File: src/rtl/nibble_serial_subtractor_if.sv
// Operand/result handshake bundle for the nibble-serial subtractor.
// Master drives operands and accepts results; slave is the subtractor.
interface nibble_serial_subtractor_if #(
    parameter int WIDTH = 16
);
    logic             in_valid;
    logic             in_ready;
    logic [WIDTH-1:0] a;
    logic [WIDTH-1:0] b;
    logic             bin;
    logic             out_valid;
    logic             out_ready;
    logic [WIDTH-1:0] diff;
    logic             bout;
    logic             zero;
    logic             ovf;

    modport master (
        output in_valid, a, b, bin, out_ready,
        input  in_ready, out_valid, diff, bout, zero, ovf
    );

    modport slave (
        input  in_valid, a, b, bin, out_ready,
        output in_ready, out_valid, diff, bout, zero, ovf
    );
endinterface

File: src/rtl/nibble_serial_subtractor.sv
// Multi-cycle subtractor: diff = a - b - bin, one 4-bit borrow slice
// reused LSB-first across WIDTH/4 clock edges.
module nibble_serial_subtractor #(
    parameter int WIDTH = 16
) (
    input logic clk,
    input logic rst,
    nibble_serial_subtractor_if.slave io
);
    localparam int N  = WIDTH / 4;
    localparam int CW = (N > 1) ? $clog2(N) : 1;
    localparam logic [CW-1:0] LAST = CW'(N - 1);

    typedef enum logic [1:0] {
        IDLE,
        RUN,
        DONE
    } state_t;

    state_t state_q, state_d;

    logic [WIDTH-1:0] a_q, b_q, diff_q, diff_nx;
    logic [CW-1:0]    cnt;
    logic             borrow;
    logic             bout_q, zero_q, ovf_q;
    logic             load, step, last;
    logic [3:0]       a_nib, b_nib;
    logic [4:0]       t;

    assign last = (cnt == LAST);

    // Single shared slice, operand nibbles selected by the step counter
    always_comb begin
        a_nib = a_q[{cnt, 2'b00} +: 4];
        b_nib = b_q[{cnt, 2'b00} +: 4];
        t = {1'b0, a_nib} - {1'b0, b_nib} - {4'b0000, borrow};
        diff_nx = diff_q;
        diff_nx[{cnt, 2'b00} +: 4] = t[3:0];
    end

    always_ff @(posedge clk or posedge rst) begin
        if (rst) state_q <= IDLE;
        else     state_q <= state_d;
    end

    always_comb begin
        state_d = state_q;
        load    = 1'b0;
        step    = 1'b0;
        unique case (state_q)
            IDLE: begin
                if (io.in_valid) begin
                    load    = 1'b1;
                    state_d = RUN;
                end
            end
            RUN: begin
                step = 1'b1;
                if (last) state_d = DONE;
            end
            DONE: begin
                if (io.out_ready) state_d = IDLE;
            end
            default: state_d = IDLE;
        endcase
    end

    always_ff @(posedge clk or posedge rst) begin
        if (rst) begin
            a_q    <= '0;
            b_q    <= '0;
            borrow <= 1'b0;
            cnt    <= '0;
            diff_q <= '0;
            bout_q <= 1'b0;
            zero_q <= 1'b0;
            ovf_q  <= 1'b0;
        end else begin
            if (load) begin
                a_q    <= io.a;
                b_q    <= io.b;
                borrow <= io.bin;
                cnt    <= '0;
            end
            if (step) begin
                diff_q <= diff_nx;
                borrow <= t[4];
                cnt    <= cnt + 1'b1;
                if (last) begin
                    bout_q <= t[4];
                    zero_q <= (diff_nx == '0);
                    ovf_q  <= (a_q[WIDTH-1] != b_q[WIDTH-1]) &&
                              (diff_nx[WIDTH-1] != a_q[WIDTH-1]);
                end
            end
        end
    end

    assign io.in_ready  = (state_q == IDLE);
    assign io.out_valid = (state_q == DONE);
    assign io.diff      = diff_q;
    assign io.bout      = bout_q;
    assign io.zero      = zero_q;
    assign io.ovf       = ovf_q;
endmodule

File: src/flat_wrapper.sv
// flat-port wrapper written by rule: the top's interface ports become plain ports
module nibble_serial_subtractor_flat 
#(
    parameter int WIDTH = 16
)
  (clk, rst, io_in_valid, io_a, io_b, io_bin, io_out_ready, io_in_ready, io_out_valid, io_diff, io_bout, io_zero, io_ovf);
  nibble_serial_subtractor_if #(.WIDTH(WIDTH)) io_i ();
  input logic clk;
  input logic rst;
  input wire logic [$bits(io_i.in_valid)-1:0] io_in_valid;
  input wire logic [$bits(io_i.a)-1:0] io_a;
  input wire logic [$bits(io_i.b)-1:0] io_b;
  input wire logic [$bits(io_i.bin)-1:0] io_bin;
  input wire logic [$bits(io_i.out_ready)-1:0] io_out_ready;
  output wire logic [$bits(io_i.in_ready)-1:0] io_in_ready;
  output wire logic [$bits(io_i.out_valid)-1:0] io_out_valid;
  output wire logic [$bits(io_i.diff)-1:0] io_diff;
  output wire logic [$bits(io_i.bout)-1:0] io_bout;
  output wire logic [$bits(io_i.zero)-1:0] io_zero;
  output wire logic [$bits(io_i.ovf)-1:0] io_ovf;
  assign io_i.in_valid = io_in_valid;
  assign io_i.a = io_a;
  assign io_i.b = io_b;
  assign io_i.bin = io_bin;
  assign io_i.out_ready = io_out_ready;
  assign io_in_ready = io_i.in_ready;
  assign io_out_valid = io_i.out_valid;
  assign io_diff = io_i.diff;
  assign io_bout = io_i.bout;
  assign io_zero = io_i.zero;
  assign io_ovf = io_i.ovf;
  nibble_serial_subtractor #(.WIDTH(WIDTH)) u_core (.clk(clk), .rst(rst), .io(io_i));
endmodule
File: config.mk
export PLATFORM = sky130hd
export DESIGN_NAME = nibble_serial_subtractor_flat
export DESIGN_NICKNAME = d
export VERILOG_FILES = /design/src/rtl/nibble_serial_subtractor_if.sv /design/src/rtl/nibble_serial_subtractor.sv /design/src/flat_wrapper.sv
export SDC_FILE = /design/constraint.sdc
export NUM_CORES = 1
export LEC_CHECK = 0
export CORE_ASPECT_RATIO = 1.1
export CORE_MARGIN = 2
export CORE_UTILIZATION = 45
export DETAILED_ROUTE_END_ITERATION = 8
export PLACE_DENSITY = 0.8
export SYNTH_ARGS = -nofsm -noshare
export SYNTH_HDL_FRONTEND = slang
export SYNTH_SLANG_ARGS = --single-unit
File: constraint.sdc
create_clock -name clk -period 4.2 [get_ports clk]
set_input_delay 0.63 -clock clk [delete_from_list [all_inputs] [get_ports clk]]
set_output_delay 0.63 -clock clk [all_outputs]
set_load 0.02 [all_outputs]
==> results.sh, run 1 <==
export IMPL_status="finished, final reports clean"
export IMPL_switching_share_pct=42.4
export IMPL_yosys_area_top_type_share_pct=51.2
export IMPL_rsz0062_at_grt="false"
export IMPL_p_comb_share_pct=60.1
export IMPL_pwr_share_seq_pct=30.8
export IMPL_path_max_fanout=9
export IMPL_cts_sinks=56
export IMPL_finalCritPeriodShare_pct=77.2
export IMPL_cpMostUsedCell="fa_1"
export IMPL_layout_drive_gt1_share_pct=18.2
export IMPL_peakVddDrop_v=0.000750
export IMPL_yosys_top_cells_area="dfrtp_1 (51%), mux2_2 (13%), mux4_2 (4.9%)"
export IMPL_initial_core_util_pct=47.1
export IMPL_critical_path_class="flop to flop"
export IMPL_fin_setup_tns_ps=0
export IMPL_die_area_sq_um=6720
export IMPL_hold_class="flop to flop"
export IMPL_gp_congestion=0.826
export IMPL_post_cts_buffers=0
export IMPL_rows=29
export IMPL_grt_pass1_vias=1913
export IMPL_final_max_slew_viol_count=0
export IMPL_synth_seq_area_share_pct=51.2
export IMPL_cap_violations=0
export IMPL_nets=322
export IMPL_slew_headroom_pct=32.8
export IMPL_max_slew_worst_pin_slew_ps=1010
export IMPL_n_antenna_cell=0
export IMPL_dr_total_vias=1917
export IMPL_grt_max_degree=52
export IMPL_yosys_register_bits=56
export IMPL_overflow=0
export IMPL_power_switching_w=0.00134
export IMPL_antenna_found_initial=0
export IMPL_grt_usage_pct=17.8
export IMPL_power_frac_clock_pct=9.1
export IMPL_synth_cell_types=39
export IMPL_fmax_mhz=308
export IMPL_netlist_area_sq_um=2740
export IMPL_ctsHoldBuffers=0
export IMPL_layout_setup_ws_ps=956
export IMPL_die_h_um=85.8
export IMPL_synth_net_count=263
export IMPL_drtPass1Iterations=4
export IMPL_place_hpwl_mm=3.95
export IMPL_ctsResizeCount=0
export IMPL_synth_top_area_cell="dfrtp_1"
export IMPL_yosys_most_used_dff="dfrtp_1"
export IMPL_yosys_warnings=0
export IMPL_powerDensity_nw_per_um2=910
export IMPL_postLayoutCoreUtil_pct=59.8
export IMPL_cts_made_buffers=5
export IMPL_drc=0
export IMPL_via_per_inst=5.46
export IMPL_synth_async_reset_ratio_pct=100
export IMPL_grt_first_pass_wirelength_mm=9.28
export IMPL_finalInstanceArea_sq_um=3470
export IMPL_pre_cts_slack_ps=942
export IMPL_slowest_stage="dfrtp_1"
export IMPL_timing_final_crit_period_ps=3240
export IMPL_wire_per_inst_um=15.1
export IMPL_ios=58
export IMPL_path_cells="mux4_2 -> fa_1 -> fa_1 -> xor2_1 -> o311ai_0 -> a21oi_1 -> nor2_1 -> a32o_1"
export IMPL_critPathMaxStageDelay_ps=610
export IMPL_p_int_w=0.00182
export IMPL_fill_cells=482
export IMPL_end_kind="flop"
export IMPL_syn2layout_area_growth_pct=26.9
export IMPL_cts_buffer_depth=2
export IMPL_fin_skew_ps=5.74
export IMPL_htreeDepth=2
export IMPL_cp_required_ps=4410
export IMPL_port_buffer_count=57
export IMPL_core_sq_um=5810
export IMPL_routed_wl_mm=5.30
export IMPL_clk_pin_slew_ps=90
export IMPL_final_antenna_net_count=0
export IMPL_worst_path_buf_inv=0
export IMPL_syn_area_per_cell_sq_um=12.8
export IMPL_synth_cells=214
export IMPL_setup_viol=0
export IMPL_critPathTopFamily="adder cells"
export IMPL_synth_edf_count=0
export IMPL_finalHoldViolCount=0
export IMPL_die_x_um=78.3
export IMPL_cts_tree="built"
export IMPL_worstPathArrival_ps=3450
export IMPL_place_area_sq_um=3380
export IMPL_drtIter0Drc=96
export IMPL_cts_root_buf="clkbuf_8"
export IMPL_cp_start_kind="flop"
export IMPL_clk_latency_ps=310
export IMPL_p_leak_nw=1.47
## registers in the layout, summed over array words and instances (netlist names)
signal and flops:
u_core.a_q 16, u_core.b_q 16, u_core.io.diff 16, u_core.cnt 2
u_core.state_q 2, u_core.borrow 1, u_core.io.bout 1, u_core.io.ovf 1
u_core.io.zero 1
## per-layer routing
layer / track usage, % / wire [um]
met1: 23.8 / 2370
met2: 29.2 / 2620
met3: 4.00 / 240
met4: 5.42 / 74
met5: 0 / 0
## kinds of logic after synthesis
family                     Yosys count  synth area share (%)
muxes                               40                  20.0
xor gates and xnor gates             3                 0.961
buffers and inverters               20                  3.25
AOI/OAI and AO/OA                   36                  9.79
DFF                                 56                  51.2
adders and majority gates           12                  6.04
and+or+nand+nor                     47                  8.69
## power groups by stage
stage / clock (W) / combinational [W] / sequential [W]
after global routing: 0.000321 / 0.00209 / 0.00101
after CTS: 0.000296 / 0.00192 / 0.000975
after global placement: 0 / 0.00186 / 0.000974
after detailed placement: 0 / 0.00190 / 0.000986
final: 0.000288 / 0.00190 / 0.000972
after floorplan: 0 / 0.00129 / 0.000982
## through the flow
stage | hold slack (ps) | total power [W] | std cells
6_report | 490 | 0.00316 | 351
5_1_grt | 527 | 0.00342 | 351
4_1_cts | 498 | 0.00319 | 351
3_5_place_dp | 475 | 0.00289 | 343
3_3_place_gp | 476 | 0.00284 | 343
2_1_floorplan | 472 | 0.00227 | 214
## cells in the mapped netlist (2+ instances only)
library cell	count
a21oi_1	5
a22o_1	14
buf_2	5
clkbuf_1	2
dfrtp_1	56
fa_1	2
ha_1	10
inv_1	11
mux2_2	32
mux4_1	2
mux4_2	6
nand2_1	13
nand2b_1	6
nand3_1	2
nand3b_1	2
nor2_1	10
nor2b_1	4
nor3_1	2
nor4_1	3
o21ai_0	6
or3_1	2
xnor2_1	2
## worst register-to-register path, cell delays in order (launching register included)
cell,delay [ps]
dfrtp_1,610
mux4_2,580
fa_1,430
fa_1,440
xor2_1,440
o311ai_0,180
a21oi_1,180
nor2_1,50
a32o_1,240
## final timing paths
check / startpoint / to / slack (ps) / cells past startpoint
worst min-delay path: u_core.io.bout / u_core.io.bout / 490 / 2
worst max-delay path: u_core.cnt[0] / u_core.io.zero / 960 / 8
min in group asynchronous: rst / u_core.io.diff[1] / 880 / 2
worst min register to register: u_core.io.bout / u_core.io.bout / 490 / 2
worst max register to register: u_core.cnt[0] / u_core.io.zero / 960 / 8
max in group asynchronous: rst / u_core.b_q[7] / 2650 / 3
## layout make-up
type	instances	area, sq um	share of cell area (%)
Tap cell	77	96.3	2.78
Clock buffer	7	76.3	2.20
Sequential cell	56	1400	40.4
Clock inverter	1	8.76	0.252
Timing Repair Buffer	61	601	17.3
Inverter	11	41.3	1.19
Multi-Input combinational cell	138	1240	35.9
## cell usage in the layout (no fill, tap or decap), drive strengths merged, types with 2 or more instances in the layout
cell type,n
a21oi,6
a22o,14
buf,4
clkbuf,7
clkdlybuf4s50,57
dfrtp,56
fa,2
ha,10
inv,11
mux2,32
mux4,8
nand2,13
nand2b,6
nand3,2
nand3b,2
nor2,10
nor2b,4
nor3,2
nor4,3
o21ai,6
or3,2
xnor2,2
Note: power is estimated with default switching activity, not from simulation.
==> run 2: changes to the inputs <==
Clock period 4.2 ns to 3.2 ns, I/O delays scaled along.
==> run 2 against run 1 <==
Effect of this change: worst hold slack gained 19 ps; core utilization grew 0.91 points; flip-flop and latch count is the same; setup slack lost 600 ps; combinational power grew 36%; fmax grew 14%; register-to-register slack lost 600 ps; highest routed layer unchanged.
==> results.sh, run 2 (synthesized netlist as in run 1, its figures left out) <==
export IMPL_top_usage_layer="met2"
export IMPL_pre_cts_slack_ps=365
export IMPL_cts_made_buffers=5
export IMPL_gr_usage_met1_pct=21.8
export IMPL_finalHoldViolCount=0
export IMPL_cap_violations=0
export IMPL_worstPathArrival_ps=3040
export IMPL_met3_usage_pct=4.00
export IMPL_layout_drive_gt1_share_pct=19.8
export IMPL_drtPass1Iterations=4
export IMPL_via_per_inst=5.33
export IMPL_drtIter0Drc=87
export IMPL_die_area_sq_um=6720
export IMPL_setup_viol=0
export IMPL_hold_class="flop to flop"
export IMPL_grt_usage_pct=17.5
export IMPL_ios=58
export IMPL_cts_tree="built"
export IMPL_use_met2_pct=29.8
export IMPL_overflow=0
export IMPL_layout_common_cells="clkdlybuf4s50_1 (57), dfrtp_1 (56), mux2_2 (32), a22o_1 (14), nand2_1 (13)"
export IMPL_n_antenna_cell=0
export IMPL_final_antenna_net_count=0
export IMPL_layout_cells_non_filler=355
export IMPL_fin_setup_tns_ps=0
export IMPL_cp_required_ps=3400
export IMPL_end_kind="flop"
export IMPL_place_hpwl_mm=4.17
export IMPL_cts_root_buf="clkbuf_8"
export IMPL_die_h_um=85.8
export IMPL_p_leak_nw=1.50
export IMPL_drc=0
export IMPL_rsz0062_at_grt="false"
export IMPL_clk_latency_ps=300
export IMPL_final_common_cell="clkdlybuf4s50_1"
export IMPL_grt_first_pass_wirelength_mm=9.08
export IMPL_routed_wl_mm=5.38
export IMPL_nets=326
export IMPL_critical_path_class="flop to flop"
export IMPL_dp_cells=347
export IMPL_wire_per_inst_um=15.1
export IMPL_cts_sinks=56
export IMPL_htreeDepth=2
export IMPL_initial_core_util_pct=47.1
export IMPL_core_sq_um=5810
export IMPL_final_max_slew_viol_count=0
export IMPL_dr_total_vias=1893
export IMPL_cp_start_kind="flop"
export IMPL_grt_pass1_vias=1970
export IMPL_max_slew_worst_pin_slew_ps=667
export IMPL_slew_headroom_pct=54.9
export IMPL_powerDensity_nw_per_um2=1220
export IMPL_peakVddDrop_v=0.000793
export IMPL_die_x_um=78.3
export IMPL_antenna_found_initial=0
export IMPL_fmax_mhz=352
export IMPL_syn2layout_area_growth_pct=28.8
export IMPL_ctsResizeCount=0
export IMPL_fin_skew_ps=4.65
export IMPL_grt_max_degree=57
export IMPL_cts_buffer_depth=2
export IMPL_clk_pin_slew_ps=90
export IMPL_timing_final_crit_period_ps=2840
export IMPL_fill_cells=480
export IMPL_path_max_fanout=9
export IMPL_status="finished, final reports clean"
export IMPL_gp_congestion=0.870
export IMPL_post_cts_buffers=0
export IMPL_finalCritPeriodShare_pct=88.8
export IMPL_rows=29
export IMPL_layout_setup_ws_ps=359
export IMPL_ctsHoldBuffers=0
export IMPL_port_buffer_count=57
run 2: final timing paths:
kind	cells after the start	start	end	slack [ps]
worst max-delay path	9	u_core.cnt[0]	u_core.io.zero	360
worst min-delay path	2	u_core.io.ovf	u_core.io.ovf	510
worst max register to register	9	u_core.cnt[0]	u_core.io.zero	360
worst min register to register	2	u_core.io.ovf	u_core.io.ovf	510
max in group asynchronous	3	rst	u_core.b_q[5]	2070
min in group asynchronous	3	rst	u_core.state_q[1]	660
run 2: per-stage QoR:
stage          util (%)  hold slack [ps]  cell area, sq um  power, W
2_1_floorplan         -              472              2740   0.00298
3_3_place_gp       58.8              484              3410   0.00380
3_5_place_dp       58.8              489              3410   0.00387
4_1_cts            60.7              511              3520   0.00432
5_1_grt            60.7              529              3520   0.00463
6_report           60.7              509              3520   0.00429
run 2: power by group:
part	internal (W)	total, W	switching [W]	leakage (nW)
Clock	0.000232	0.000445	0.000212	0.0552
Combinational	0.00128	0.00259	0.00132	0.749
Sequential	0.00103	0.00125	0.000212	0.696
Total	0.00254	0.00429	0.00174	1.50
run 2: layout make-up:
type                       count  area, sq um  share of cell area, %
sequential                    56         1400                   39.8
multi-input combinational    138         1240                   35.3
timing repair buffer          65          631                   17.9
tap                           77         96.3                   2.74
clock buffer                   6         72.6                   2.06
inverter                      11         41.3                   1.17
clock inverter                 2         35.0                  0.995
run 2: per-layer routing:
layer	up-vias	wire (um)
li1	907	-
met1	916	2250
met2	56	2730
met3	14	270
met4	0	125
met5	-	0
run 2: worst max-delay path, cell delays in order, from the launching register on:
cell and delay, ps:
dfrtp_1 410, buf_4 180, mux4_1 320, inv_1 50, fa_1 440, fa_1 670
o311ai_0 180, a21oi_1 170, nor2_1 50, a32o_1 250
==> RTL change 1 (settings of run 2) <==
`WIDTH` is set to 16 in 3 places; all go to 8.
--- a/src/rtl/nibble_serial_subtractor_if.sv
+++ b/src/rtl/nibble_serial_subtractor_if.sv
@@ -1,7 +1,7 @@
 // Operand/result handshake bundle for the nibble-serial subtractor.
 // Master drives operands and accepts results; slave is the subtractor.
 interface nibble_serial_subtractor_if #(
-    parameter int WIDTH = 16
+    parameter int WIDTH = 8
 );
     logic             in_valid;
     logic             in_ready;
--- a/src/rtl/nibble_serial_subtractor.sv
+++ b/src/rtl/nibble_serial_subtractor.sv
@@ -1,7 +1,7 @@
 // Multi-cycle subtractor: diff = a - b - bin, one 4-bit borrow slice
 // reused LSB-first across WIDTH/4 clock edges.
 module nibble_serial_subtractor #(
-    parameter int WIDTH = 16
+    parameter int WIDTH = 8
 ) (
     input logic clk,
     input logic rst,
--- a/src/flat_wrapper.sv
+++ b/src/flat_wrapper.sv
@@ -1,7 +1,7 @@
 // flat-port wrapper written by rule: the top's interface ports become plain ports
 module nibble_serial_subtractor_flat 
 #(
-    parameter int WIDTH = 16
+    parameter int WIDTH = 8
 )
   (clk, rst, io_in_valid, io_a, io_b, io_bin, io_out_ready, io_in_ready, io_out_valid, io_diff, io_bout, io_zero, io_ovf);
   nibble_serial_subtractor_if #(.WIDTH(WIDTH)) io_i ();
Ports: changed (resized io_a, io_b and io_diff); port bits go from 58 to 34. The function was not compared with the original's and may differ.
==> RTL change 1 against run 2 <==
First-iteration DRC count down 53%. Total power down 41%. Area after synthesis is 43% lower. Design area shrank 43%. Global-route usage is 1.5 points lower. Sequential cell count is 25 lower. Combinational power decreased by 44%. Worst setup slack improved by 0.28 ns. Critical path type unchanged. Wire length down 49%.
==> RTL change 1: results (changes against run 2) <==
- Post-route clock period utilization: 79.9% (-8.9 points)
- Synth Area in Adders: 5.77% (-0.27 points)
- FF-to-FF Start: u_core.cnt
- Synth Area in XOR/XNOR: 1.68% (+0.72 points)
- Crit Reg-Reg Endpoint: u_core.io.ovf
- Slowest-stage cell, CP: dfrtp_1
- Aggregate global-route resource usage: 16.0% (-1.5 points)
- Pleak: 0.874 nW (-42%)
- Post-Syn Nets: 148 (-44%)
- Peak supply drop: 0.595 mV (-25%)
- Fill cell count: 277 (-42%)
- Dpl cells: 200 (-42%)
- Root buf cell: clkbuf_4
- Vias after detailed routing: 1,059 (-44%)
- Pin count of the biggest net entering global routing: 32 (-44%)
- Max stage delay on crit path: 0.53 ns (-0.14 ns)
- Delay-heaviest family, CP: simple AND/OR/NAND/NOR gates
- Number of global-route vias before repair: 1,150 (-42%)
- Critical-path maximum fanout: 8 (-1)
- Multi-input gate area: 721 um2 (-42%)
- DRT Wirelength: 2.72 mm (-49%)
- First-pass GRT wire length: 4.75 mm (-48%)
- Number of port buffers: 33 (-42%)
- Vias per cell: 5.09 (-4.5%)
- Status: complete, no violations
- Synth Area in Compound Gates: 4.97% (-4.8 points)
- Synth top cells by count: dfrtp_1, mux2_2, mux2_4
- Setup slack, reg-to-reg: 0.64 ns (+0.28 ns)
- Clk_skew: 0.0140 ns (+0.00940 ns)
- Placer Congestion: 0.807 (-7.3%)
- Synth cell types: 31 (-21%)
- Number of nets in the layout: 186 (-43%)
- Drt initial violations: 41 (-53%)
- Reg2Reg Depth: 7 (-2)
- Place WS: 0.666 ns (+0.301 ns)
- Post-detail-place hpwl: 2.10 mm (-50%)
- Internal Dissipation: 1.56 mW (-39%)
- Hold_ws: 0.501 ns (-0.00799 ns)
- Clk_lat worst skew: 0.33 ns (+0.03 ns)
## RTL change 1: changes by cell type in the layout (fill, tap and decap cells not counted), sizes merged, moves of 3 or more
cell / before / now
a22o: 14 / 0
buf: 8 / 3
clkdlybuf4s50: 57 / 33
dfrtp: 56 / 31
ha: 10 / 4
inv: 11 / 6
mux2: 32 / 26
mux2i: 0 / 4
mux4: 8 / 0
nand2: 13 / 4
nor2: 10 / 7
nor2b: 4 / 1
## RTL change 1: layer usage
layer | vias up | wire (um) | GRT usage, %
met5 | - | 0 | 0
met1 | 516 | 1150 | 17.7
met3 | 7 | 166 | 4.31
met2 | 37 | 1340 | 28.3
met4 | 0 | 63 | 6.67
li1 | 499 | - | -
## RTL change 1: power groups by stage
stage          registers, mW  clock network [mW]  logic [mW]
2_1_floorplan          0.774                   0        1.06
3_3_place_gp           0.749                   0        1.42
3_5_place_dp           0.756                   0        1.47
4_1_cts                0.748               0.325        1.48
5_1_grt                0.776               0.342        1.59
6_report               0.748               0.316        1.46
## RTL change 1: final cells by class
type,instances,area share [%]
clock buffer,6,2.54
sequential,31,38.4
clock inverter,2,1.74
timing repair buffer,36,17.5
inverter,6,1.12
tap,48,2.98
multi-input combinational,79,35.7
## RTL change 1: cell families (layout without fill, tap and decap cells)
group	after synthesis	in the layout
and+or+nand+nor	27	27
DFF	31	31
adders and majority gates	6	6
AOI/OAI and AO/OA	13	13
muxes	30	30
buffers and inverters	11	50
xor gates and xnor gates	3	3
## RTL change 1: how the worst max path moves through the flow
stage | start | end | cells after the start
detailed placement | u_core.cnt | u_core.io.ovf | 7
CTS | u_core.cnt | u_core.io.ovf | 7
finish | u_core.cnt | u_core.io.ovf | 7
floorplan | u_core.cnt | u_core.io.ovf | 8
global route | u_core.cnt | u_core.io.zero | 7
global placement | u_core.cnt | u_core.io.ovf | 7
==> RTL change 2 (flow settings as in run 2) <==
Made on the original files. Reset style: synchronous (`rst`), changed in 2 clocked blocks.
--- a/src/rtl/nibble_serial_subtractor.sv
+++ b/src/rtl/nibble_serial_subtractor.sv
@@ -38,7 +38,7 @@
         diff_nx[{cnt, 2'b00} +: 4] = t[3:0];
     end
 
-    always_ff @(posedge clk or posedge rst) begin
+    always_ff @(posedge clk) begin
         if (rst) state_q <= IDLE;
         else     state_q <= state_d;
     end
@@ -65,7 +65,7 @@
         endcase
     end
 
-    always_ff @(posedge clk or posedge rst) begin
+    always_ff @(posedge clk) begin
         if (rst) begin
             a_q    <= '0;
             b_q    <= '0;
Check against the original RTL: differs if rst is asserted again (counterexample within 4 cycles, from zero or initial values and one cycle with rst high); with rst held inactive, the same outputs for 10 cycles.
==> RTL change 2 against run 2 <==
Wire length increased by 9.6%. Sequential cell count stayed put. First-iteration DRC count rose by 54%. Worst setup slack worse by 0.090 ns. Sequential share of layout area is 6.5 points lower. Design area down 4.3%. Final cell count increased by 24%. Area after synthesis is 4.0% lower. Via count grew 22%. Core utilization down 1.5 points. Critical path type unchanged. Critical endpoint is now u_core.io.zero.
Power is not compared: it rests on default switching activity, and its combinational part moved more than twofold at a synthesized area within 25%.
==> RTL change 2: results (changes against run 2) <==
- Dpl cells: 432 (+24%)
- Crit path launch: u_core.cnt[0]
- Slew @ Worst Pin: 0.967 ns (+0.300 ns)
- Synthesized area per cell: 8.47 um2 (-34%)
- First-pass GRT wire length: 10.0 mm (+11%)
- Setup crit end: u_core.io.zero
- Max stage delay on crit path: 0.52 ns (-0.15 ns)
- Main area contributors after synthesis: dfxtp_1, nand2_1, a21oi_1
- Seq/Total Area, Yosys: 42.7% (-8.5 points)
- Peak supply drop: 0.275 mV
- Reg2Reg Depth: 8 (-1)
- Synth Area in Adders: 6.29% (+0.25 points)
- Pin count of the biggest net entering global routing: 58 (+1.8%)
- Mux cell area share after synthesis: 8.05% (-12 points)
- Non-Filler Instances: 440 (+24%)
- Status: complete, no violations
- Placer Congestion: 0.879 (+1.0%)
- P_clk: 467 uW
- Post-Syn Nets: 359 (+37%)
- FFs w/ async S/R, synth: 0% (-100 points)
- Critical-path maximum fanout: 3 (-6)
- Hold Path End: u_core.a_q[3]
- Aggregate global-route resource usage: 19.0% (+1.5 points)
- Hold Crit Start: u_core.a_q[3]
- Synth Area in Compound Gates: 16.0% (+6.2 points)
- Critical path data arrival time: 3.20 ns (+0.16 ns)
- Place WS: 0.337 ns (-0.0276 ns)
- Clk_skew: 0.0123 ns (+0.00762 ns)
- Setup slack, reg-to-reg: 0.27 ns (-0.09 ns)
- DRT Wirelength: 5.89 mm (+9.6%)
- Post-detail-place hpwl: 4.43 mm (+6.1%)
- Synth cell types: 38 (-2.6%)
- Ys flop type: dfxtp_1
- Total CTS buffers: 5 (unchanged)
- # diodes: 0 (unchanged)
- Number of global-route vias before repair: 2,264 (+15%)
- Vias per cell: 5.27 (-1.2%)
- Number of nets in the layout: 411 (+26%)
- Slowest-stage cell, CP: mux4_2
- Synth Area in XOR/XNOR: 1.00% (+0.040 points)
- DRT Pass-1 Iters: 5 (+1)
- Hold_ws: 0.460 ns (-0.0492 ns)
- Share of cells above drive strength 1: 7.16% (-13 points)
- Drt initial violations: 134 (+54%)
- Synth top cells by count: nand2_1, dfxtp_1, a21oi_1
- Placed Area: 3260 um2 (-4.7%)
-- RTL change 2: worst register-to-register path, delay by kind of cell (launching register included) --
kind / cells / cell delay, ns
adders and majority gates: 2 / 0.94
and+or+nand+nor: 3 / 0.82
DFF: 1 / 0.38
AOI/OAI and AO/OA: 2 / 0.24
muxes: 1 / 0.52
-- RTL change 2: layer usage --
| metal | wire [um] | vias to the layer above | global-route usage (%) |
|---|---|---|---|
| li1 | - | 1164 | - |
| met1 | 2530 | 1071 | 22.4 |
| met2 | 2990 | 75 | 33.9 |
| met3 | 270 | 8 | 3.57 |
| met4 | 96 | 0 | 7.44 |
| met5 | 0 | - | 0 |
-- RTL change 2: layout make-up --
type                    instances  area [um2]
clock buffers                   5        68.8
well taps                      77        96.3
flip-flops and latches         56        1120
repair buffers                 63         611
clock inverters                 3        47.5
fillers                       511        2320
inverters                      14        52.6
multi-input cells             222        1380
